File: src/rtl/csa_stream_accum.sv
// ---------------------------------------------------------------------------
// csa_stream_accum
//
// Multi-lane carry-save accumulator for the MMH-MH privacy-amplification
// datapath. Each accepted beat folds up to LANES operands into a redundant
// (ps, sc) pair through a chain of 3:2 compressors. The accumulate loop
// never propagates a carry. On the last beat of a frame, a chunked
// carry-propagate stage resolves the pair, one CPA_CHUNK slice per cycle.
// The result (mod 2^W) is then presented on a valid/ready output.
//
// Ports:
//   clk         rising-edge clock
//   rst_n       asynchronous active-low reset (aborts any frame in flight)
//   in_valid    input beat valid
//   in_ready    block can accept a beat (high only while accumulating)
//   in_data     LANES operands, lane k at bits [k*W +: W]
//   in_lane_en  per-lane enable, a disabled lane contributes zero
//   in_last     final beat of the frame
//   out_valid   result valid (held until out_ready)
//   out_ready   downstream accepts the result
//   out_sum     sum of all enabled operands of the frame, mod 2^W
//   out_count   beats accepted in the frame, saturating
//   busy        high when not accumulating or when the accumulator is nonzero
// ---------------------------------------------------------------------------
module csa_stream_accum #(
    parameter int W         = 192,
    parameter int LANES     = 4,
    parameter int CPA_CHUNK = 64,
    parameter int CNT_W     = 16
) (
    input  logic                 clk,
    input  logic                 rst_n,
    input  logic                 in_valid,
    output logic                 in_ready,
    input  logic [LANES*W-1:0]   in_data,
    input  logic [LANES-1:0]     in_lane_en,
    input  logic                 in_last,
    output logic                 out_valid,
    input  logic                 out_ready,
    output logic [W-1:0]         out_sum,
    output logic [CNT_W-1:0]     out_count,
    output logic                 busy
);

    localparam int NCH   = W / CPA_CHUNK;
    localparam int IDX_W = (NCH > 1) ? $clog2(NCH) : 1;

    localparam logic [1:0] ST_ACCUM   = 2'd0;
    localparam logic [1:0] ST_RESOLVE = 2'd1;
    localparam logic [1:0] ST_DONE    = 2'd2;

    logic [1:0]           state;
    logic [W-1:0]         ps;
    logic [W-1:0]         sc;
    logic [CNT_W-1:0]     beat_cnt;
    logic [IDX_W-1:0]     idx;
    logic                 cin;

    logic [W-1:0]         csa_s;
    logic [W-1:0]         csa_c;
    logic [W-1:0]         lane_v;
    logic [W-1:0]         maj_v;

    logic [CPA_CHUNK-1:0] ps_chunk;
    logic [CPA_CHUNK-1:0] sc_chunk;
    logic [CPA_CHUNK:0]   chunk_full;
    logic [W-1:0]         sum_next;
    logic                 last_chunk;
    logic                 accept;

    assign in_ready  = (state == ST_ACCUM);
    assign out_valid = (state == ST_DONE);
    assign busy      = (state != ST_ACCUM) | (|ps) | (|sc);
    assign accept    = in_valid & in_ready;

    // The CSA chain starts from the current (ps, sc) pair. Each lane then
    // goes through one 3:2 compressor. The carry vector is the majority
    // shifted left by one, and the carry out of bit W-1 falls off the top.
    // That gives the mod 2^W wrap without any extra logic.
    always_comb begin
        csa_s  = ps;
        csa_c  = sc;
        lane_v = '0;
        maj_v  = '0;
        for (int k = 0; k < LANES; k++) begin
            lane_v = in_lane_en[k] ? in_data[k*W +: W] : '0;
            maj_v  = (csa_s & csa_c) | (csa_s & lane_v) | (csa_c & lane_v);
            csa_s  = csa_s ^ csa_c ^ lane_v;
            csa_c  = {maj_v[W-2:0], 1'b0};
        end
    end

    // Chunk selection for the carry-propagate stage uses a constant-slice
    // mux, so no variable part-select reaches synthesis. sum_next is
    // out_sum with only the chunk currently being resolved replaced.
    always_comb begin
        ps_chunk = '0;
        sc_chunk = '0;
        for (int j = 0; j < NCH; j++) begin
            if (idx == IDX_W'(j)) begin
                ps_chunk = ps[j*CPA_CHUNK +: CPA_CHUNK];
                sc_chunk = sc[j*CPA_CHUNK +: CPA_CHUNK];
            end
        end
        chunk_full = {1'b0, ps_chunk} + {1'b0, sc_chunk} + (CPA_CHUNK+1)'(cin);
        sum_next   = out_sum;
        for (int j = 0; j < NCH; j++) begin
            if (idx == IDX_W'(j)) begin
                sum_next[j*CPA_CHUNK +: CPA_CHUNK] = chunk_full[CPA_CHUNK-1:0];
            end
        end
        last_chunk = (idx == IDX_W'(NCH-1));
    end

    // Main control. ACCUM folds beats into the redundant pair. RESOLVE
    // ripples one chunk per cycle and drops the final carry. DONE holds
    // the result until the handshake, then clears the accumulator.
    // out_sum/out_count deliberately survive the transfer, so the last
    // result stays readable.
    always_ff @(posedge clk or negedge rst_n) begin
        if (!rst_n) begin
            state     <= ST_ACCUM;
            ps        <= '0;
            sc        <= '0;
            beat_cnt  <= '0;
            idx       <= '0;
            cin       <= 1'b0;
            out_sum   <= '0;
            out_count <= '0;
        end else begin
            case (state)
                ST_ACCUM: begin
                    if (accept) begin
                        ps <= csa_s;
                        sc <= csa_c;
                        if (beat_cnt != '1) begin
                            beat_cnt <= beat_cnt + CNT_W'(1);
                        end
                        if (in_last) begin
                            state <= ST_RESOLVE;
                            idx   <= '0;
                            cin   <= 1'b0;
                        end
                    end
                end
                ST_RESOLVE: begin
                    out_sum <= sum_next;
                    cin     <= chunk_full[CPA_CHUNK];
                    if (last_chunk) begin
                        state     <= ST_DONE;
                        out_count <= beat_cnt;
                    end else begin
                        idx <= idx + IDX_W'(1);
                    end
                end
                ST_DONE: begin
                    if (out_ready) begin
                        ps       <= '0;
                        sc       <= '0;
                        beat_cnt <= '0;
                        state    <= ST_ACCUM;
                    end
                end
                default: begin
                    state <= ST_ACCUM;
                end
            endcase
        end
    end

endmodule

File: config.mk
export PLATFORM = sky130hd
export DESIGN_NAME = csa_stream_accum
export DESIGN_NICKNAME = d
export VERILOG_FILES = /design/src/rtl/csa_stream_accum.sv
export SDC_FILE = /design/constraint.sdc
export NUM_CORES = 2
export LEC_CHECK = 0
export ABC_AREA = 1
export BUFFER_PORTS_ARGS = -buffer_cell sky130_fd_sc_hd__clkbuf_2
export CAP_MARGIN = 20
export CELL_PAD_IN_SITES_DETAIL_PLACEMENT = 0
export CELL_PAD_IN_SITES_GLOBAL_PLACEMENT = 1
export CORE_ASPECT_RATIO = 0.5
export CORE_MARGIN = 8
export CORE_UTILIZATION = 46
export CTS_CLUSTER_SIZE = 12
export DETAILED_ROUTE_END_ITERATION = 8
export GPL_TIMING_DRIVEN = 0
export HOLD_SLACK_MARGIN = 0.1
export PLACE_DENSITY = 0.86
export SYNTH_ARGS = -nofsm -noshare
export SYNTH_HDL_FRONTEND = slang
export SYNTH_SLANG_ARGS = --single-unit
export TNS_END_PERCENT = 10
File: constraint.sdc
create_clock -name clk -period 10.64 [get_ports clk]
set_input_delay 1.064 -clock clk [delete_from_list [all_inputs] [get_ports clk]]
set_output_delay 1.064 -clock clk [all_outputs]
set_load 0.01 [all_outputs]
**Word level (Yosys, flattened, before mapping)**

Index checks and enable logic that the tools add are counted.

- Bits in registers: 613
- Input port bits: 777

- Add/sub/neg operators: 4
- Equality and inequality tests: 11
- Mux-type cells: 31
- Bitwise logic cells: 31
- Reduce and logical (&&, ||, !) cells: 15

Operators by type and width:

| operator | count |
|---|---|
| $and A191 B191 Y191 | 12 |
| $xor A192 B192 Y192 | 8 |
| $or A191 B191 Y191 | 8 |
| $mux W192 | 7 |
| $pmux W192 S2 | 2 |
| $mux W64 | 6 |
| $reduce_or A192 Y1 | 2 |
| $add A64 B64 Y65 | 1 |
| $add A65 B1 Y65 | 1 |
| $mux W16 | 3 |
| $pmux W16 S2 | 1 |
| $add A16 B1 Y16 const B | 1 |
| $ne A16 B16 Y1 const B | 1 |
| $mux W2 | 7 |
| $reduce_and A4 Y1 | 3 |
| $ne A2 B1 Y1 const B | 4 |
| $pmux W2 S3 | 1 |
| $reduce_and A2 Y1 | 3 |
| $reduce_and A3 Y1 | 2 |
| $reduce_bool A2 Y1 | 3 |
| $eq A2 B1 Y1 const B | 2 |
| $eq A2 B2 Y1 const B | 2 |
| $logic_not A2 Y1 | 2 |
| $ne A2 B2 Y1 const B | 2 |
| 6 further kinds | 8 |

**Logic depth before layout (Yosys ltp)**

- Depth after elaboration: 15
- Depth in mapped cells: 25
- Mapped depth without buffers: 24

**Worst setup path before layout**

No wires, ideal clock.

- Path type: input-to-reg
- From: input port in_lane_en[0]
- To: register ps[2]
- Setup time: 0.130 ns
- Data arrival time: 3.666 ns
- Required time: 10.510 ns
- Setup slack: 6.844 ns
- Stages on the path: 12
- Path buffers: 2
- Cells stage by stage: clkbuf_1 -> clkbuf_1 -> nand2_1 -> inv_1 -> fa_1 -> inv_1 -> fa_1 -> fa_1 -> inv_1 -> fa_1 -> nand2_1 -> o21ai_0

- Word-level cells in the longest chain between the ends: 13

RTL lines:

| item | RTL line | text |
|---|---|---|
| start: declaration | 36 | `input logic [LANES-1:0] in_lane_en,` |
| $mux W192 (*) | 86 | `lane_v = in_lane_en[k] ? in_data[k*W +: W] : '0;` |
| $and A191 B191 Y191 | 87 | `maj_v = (csa_s & csa_c) \| (csa_s & lane_v) \| (csa_c & lane_v);` |
| $or A191 B191 Y191 (2 in series) | 87 |  |
| $and A191 B191 Y191 or $xor A192 B192 Y192 (tied branches) | 87, 88 |  |
| $or A191 B191 Y191 or $xor A192 B192 Y192 (tied branches) | 87, 88 |  |
| $or A191 B191 Y191 or $and A191 B191 Y191 (tied branches) | 87 |  |
| $xor A192 B192 Y192 or $or A191 B191 Y191 (tied branches) (2 in series) | 88, 87 |  |
| $xor A192 B192 Y192 (*) (2 in series) | 88 | `csa_s = csa_s ^ csa_c ^ lane_v;` |
| $mux W192 (*) | 133 | `if (accept) begin` |
| $pmux W192 S2 (*) | 131 | `case (state)` |
| end signal: assignment | 134 | `ps <= csa_s;` |
| end: declaration | 53 | `logic [W-1:0] ps;` |

Every way passes the cells marked *; elsewhere a longest branch is shown, timed or not. The select of a mux whose other input is x is not followed.
A chain may end at the register's enable or synchronous reset.

**Final worst setup path**

- From: register idx[0]
- To: register out_sum[187]

- Word-level cells in the longest chain between the ends: 6

RTL lines:

| item | RTL line | text |
|---|---|---|
| start: declaration | 56 | `logic [IDX_W-1:0] idx;` |
| start signal: assignment | 153 | `idx <= idx + IDX_W'(1);` |
| $logic_not A2 Y1 | 100 | `if (idx == IDX_W'(j)) begin` |
| $mux W64 (3 in series) | 100 |  |
| $add A64 B64 Y65 | 105 | `chunk_full = {1'b0, ps_chunk} + {1'b0, sc_chunk} + (CPA_CHUNK+1)'(cin);` |
| $add A65 B1 Y65 | 105 |  |
| end signal: assignment | 147 | `out_sum <= sum_next;` |
| end: declaration | 40 | `output logic [W-1:0] out_sum,` |

Parallel ways exist; a longest one is shown, timed or not.

==> results.sh <==
export IMPL_outcome="finished, final reports clean"
export IMPL_synth_seq_cells=612
export IMPL_cts_tree="yes"
export IMPL_grt_usage=0.431
export IMPL_synthXorXnorAreaFrac=0.00595
export IMPL_synthFlopType="dfrtp_1"
export IMPL_die_h_um=263
export IMPL_hold_path_class="primary input to async pin"
export IMPL_hpwl_mm=248
export IMPL_drive_gt1_frac=0.148
export IMPL_vias_per_cell=5.46
export IMPL_synth_edf_count=0
export IMPL_fmax_mhz=158
export IMPL_post_cts_buffers=0
export IMPL_antenna_found_initial=37
export IMPL_cts_root_buf="clkbuf_16"
export IMPL_maxSlewHeadroom=0.0740
export IMPL_synth_warning_count=0
export IMPL_layout_common_cells="2,268 x nand2_1, 1,976 x inv_1, 993 x clkbuf_2"
export IMPL_wl_per_cell_um=29.0
export IMPL_start_util=0.464
export IMPL_critPathKind="flip-flop to flip-flop"
export IMPL_grt_pass1_wl_mm=405
export IMPL_arrival_ns=6.88
export IMPL_drtIter0Drc=6882
export IMPL_htree_levels=3
export IMPL_worstPathRequired_ns=11.20
export IMPL_finalCritPeriodShare=0.594
export IMPL_syn_area_per_cell_um2=7.65
export IMPL_start_kind="flip-flop"
export IMPL_postRouteWirelength_mm=293
export IMPL_ant_nets=0
export IMPL_p_leak_uw=0.0391
export IMPL_setup_violations=0
export IMPL_report_final_slew_viol_count=0
export IMPL_clock_latency_ns=0.71
export IMPL_tns_ns=0
export IMPL_fin_util=0.548
export IMPL_synth_area_mux_share=0
export IMPL_port_buffers=987
export IMPL_path_clk_slew_ns=0.06
export IMPL_drtPass1Iterations=8
export IMPL_clkSinkCount=612
export IMPL_hold_buffers=0
export IMPL_cts_buffers_inserted=68
export IMPL_synthSimpleGateAreaFrac=0.206
export IMPL_row_count=90
export IMPL_end_kind="flip-flop"
export IMPL_cap_violations=0
export IMPL_globalRouteOverflowTotal=0
export IMPL_power_density_nw_per_um2=360
export IMPL_final_common_cell="nand2_1"
export IMPL_path_max_fanout=10
export IMPL_dieArea_um2=134000
export IMPL_min_period_ns=6.32
export IMPL_async_flop_share=1.00
export IMPL_io_pins=988
export IMPL_holdWs_ns=0.383
export IMPL_ys_seq_area_frac=0.274
export IMPL_rsz0062_at_grt="false"
export IMPL_clockBufferDepth=3
export IMPL_syn_to_final_growth_pct=18.2
export IMPL_num_fill_cells=12152
export IMPL_fin_skew_ns=0.0385
export IMPL_synth_compound_area_frac=0.0716
export IMPL_finalHoldViolations=0
export IMPL_grt_pass1_vias=55225
export IMPL_synth_nets=8921
export IMPL_cts_resized_gates=0
export IMPL_drc=0
export IMPL_coreArea_um2=121000
export IMPL_fp_dieW_um=509
export IMPL_vdd_drop_max_uv=292
export IMPL_vias=55184
export IMPL_grt_max_degree=114
export IMPL_worst_pin_slew_ns=1.39
export IMPL_nNetsFinal=10033
export IMPL_synthCells=7311
export IMPL_synth_area_um2=55900
export IMPL_synth_fa_ha_area_frac=0.289
export IMPL_yosys_cell_types_count=41
export IMPL_synth_top_family_by_area="adder cells"
export IMPL_place_congestion=1.11
## stage by stage
step	instances	cell area, um2	power, uW	setup WS (ns)
floorplan	7311	55900	13600	6.84
global placement	9908	62900	20100	-7.31
detailed placement	9950	63700	20500	4.71
CTS	10065	65800	23000	4.66
global route	10087	66000	25400	4.42
finish	10106	66100	23800	4.32
## critical path, stage by stage (launching register included)
cell and delay (ns):
dfrtp_1 0.42, inv_1 0.09, ha_1 0.16, inv_1 0.08, nor2_1 0.62, clkbuf_1 0.58
clkbuf_1 0.93, a221oi_1 0.17, a21oi_1 0.46, ha_1 0.65, nand2_1 0.18, nand2_1 0.41
a21oi_1 0.34, nor2_1 0.07, nor2_1 0.24, nand2_1 0.08, a21oi_1 0.27, nand3_1 0.20
nand3_1 0.14, nand2_1 0.06
## sequential cells by signal, indices dropped and copies added, names as in the netlist
signal,cells
beat_cnt,16
cin,1
idx,2
out_count,16
out_sum,192
ps,192
sc,191
state,2
## cell type report
type                       instances  area, um2  share of cell area
clock inverter                    19        203             0.00307
inverter                        1984       7450               0.113
buffer                           277       1160              0.0176
antenna                           28       70.1             0.00106
clock buffer                      96       1970              0.0298
tap                             1610       2010              0.0305
multi-input combinational       4438      32000               0.484
timing repair buffer            1042       5900              0.0892
sequential                       612      15300               0.232
## path summary, 6_finish.rpt
kind | endpoint | from | slack (ns) | depth (start not counted)
setup / recovery | out_sum[187]$_DFFE_PN0P_ | idx[0]$_DFFE_PN0P_ | 4.32 | 19
hold / removal | ps[117]$_DFFE_PN0P_ | rst_n | 0.38 | 1
setup reg to reg | out_sum[187]$_DFFE_PN0P_ | idx[0]$_DFFE_PN0P_ | 4.32 | 19
hold reg to reg | out_sum[1]$_DFFE_PN0P_ | out_sum[1]$_DFFE_PN0P_ | 0.47 | 2
max in group asynchronous | out_sum[109]$_DFFE_PN0P_ | rst_n | 7.83 | 5
min in group clk | out_sum[1]$_DFFE_PN0P_ | out_sum[1]$_DFFE_PN0P_ | 0.47 | 2
## synth_stat cells, drive strengths merged (18+ instances only)
cell type / instances / area, um2
clkbuf: 192 / 721
nand2: 2272 / 8550
nand3b: 18 / 135
o21ai: 427 / 2140
ha: 71 / 888
inv: 1983 / 7440
xnor2: 25 / 219
a21oi: 145 / 726
o22ai: 40 / 250
fa: 762 / 15300
nand4: 77 / 482
nor2: 150 / 612
dfrtp: 612 / 15300
nor4: 40 / 250
nor3: 34 / 195
a221oi: 78 / 683
nand3: 252 / 1270
buf: 85 / 433
## power by group
part           switching (uW)  internal (uW)  leakage (uW)  total, uW
logic                   11400           5540        0.0302      16900
registers                1070           3340       0.00783       4400
clock network            1150           1320       0.00107       2470
total                   13600          10200        0.0391      23800
## metal layers
layer | vias up | wire, um | GRT usage
met2 | 3342 | 122000 | 0.620
met3 | 728 | 43500 | 0.216
met4 | 24 | 17600 | 0.205
met1 | 27405 | 109000 | 0.536
met5 | - | 1020 | 0.0307
li1 | 23685 | - | -
## cells by family (layout without fill, tap and decap cells)
group,after synthesis,in the layout
DFF,612,612
buffers and inverters,2261,3418
adders and majority gates,833,833
other,0,28
and+or+nand+nor,2850,2850
xor gates and xnor gates,38,38
AOI/OAI and AO/OA,717,717
Note: power is estimated with default switching activity, not from simulation.
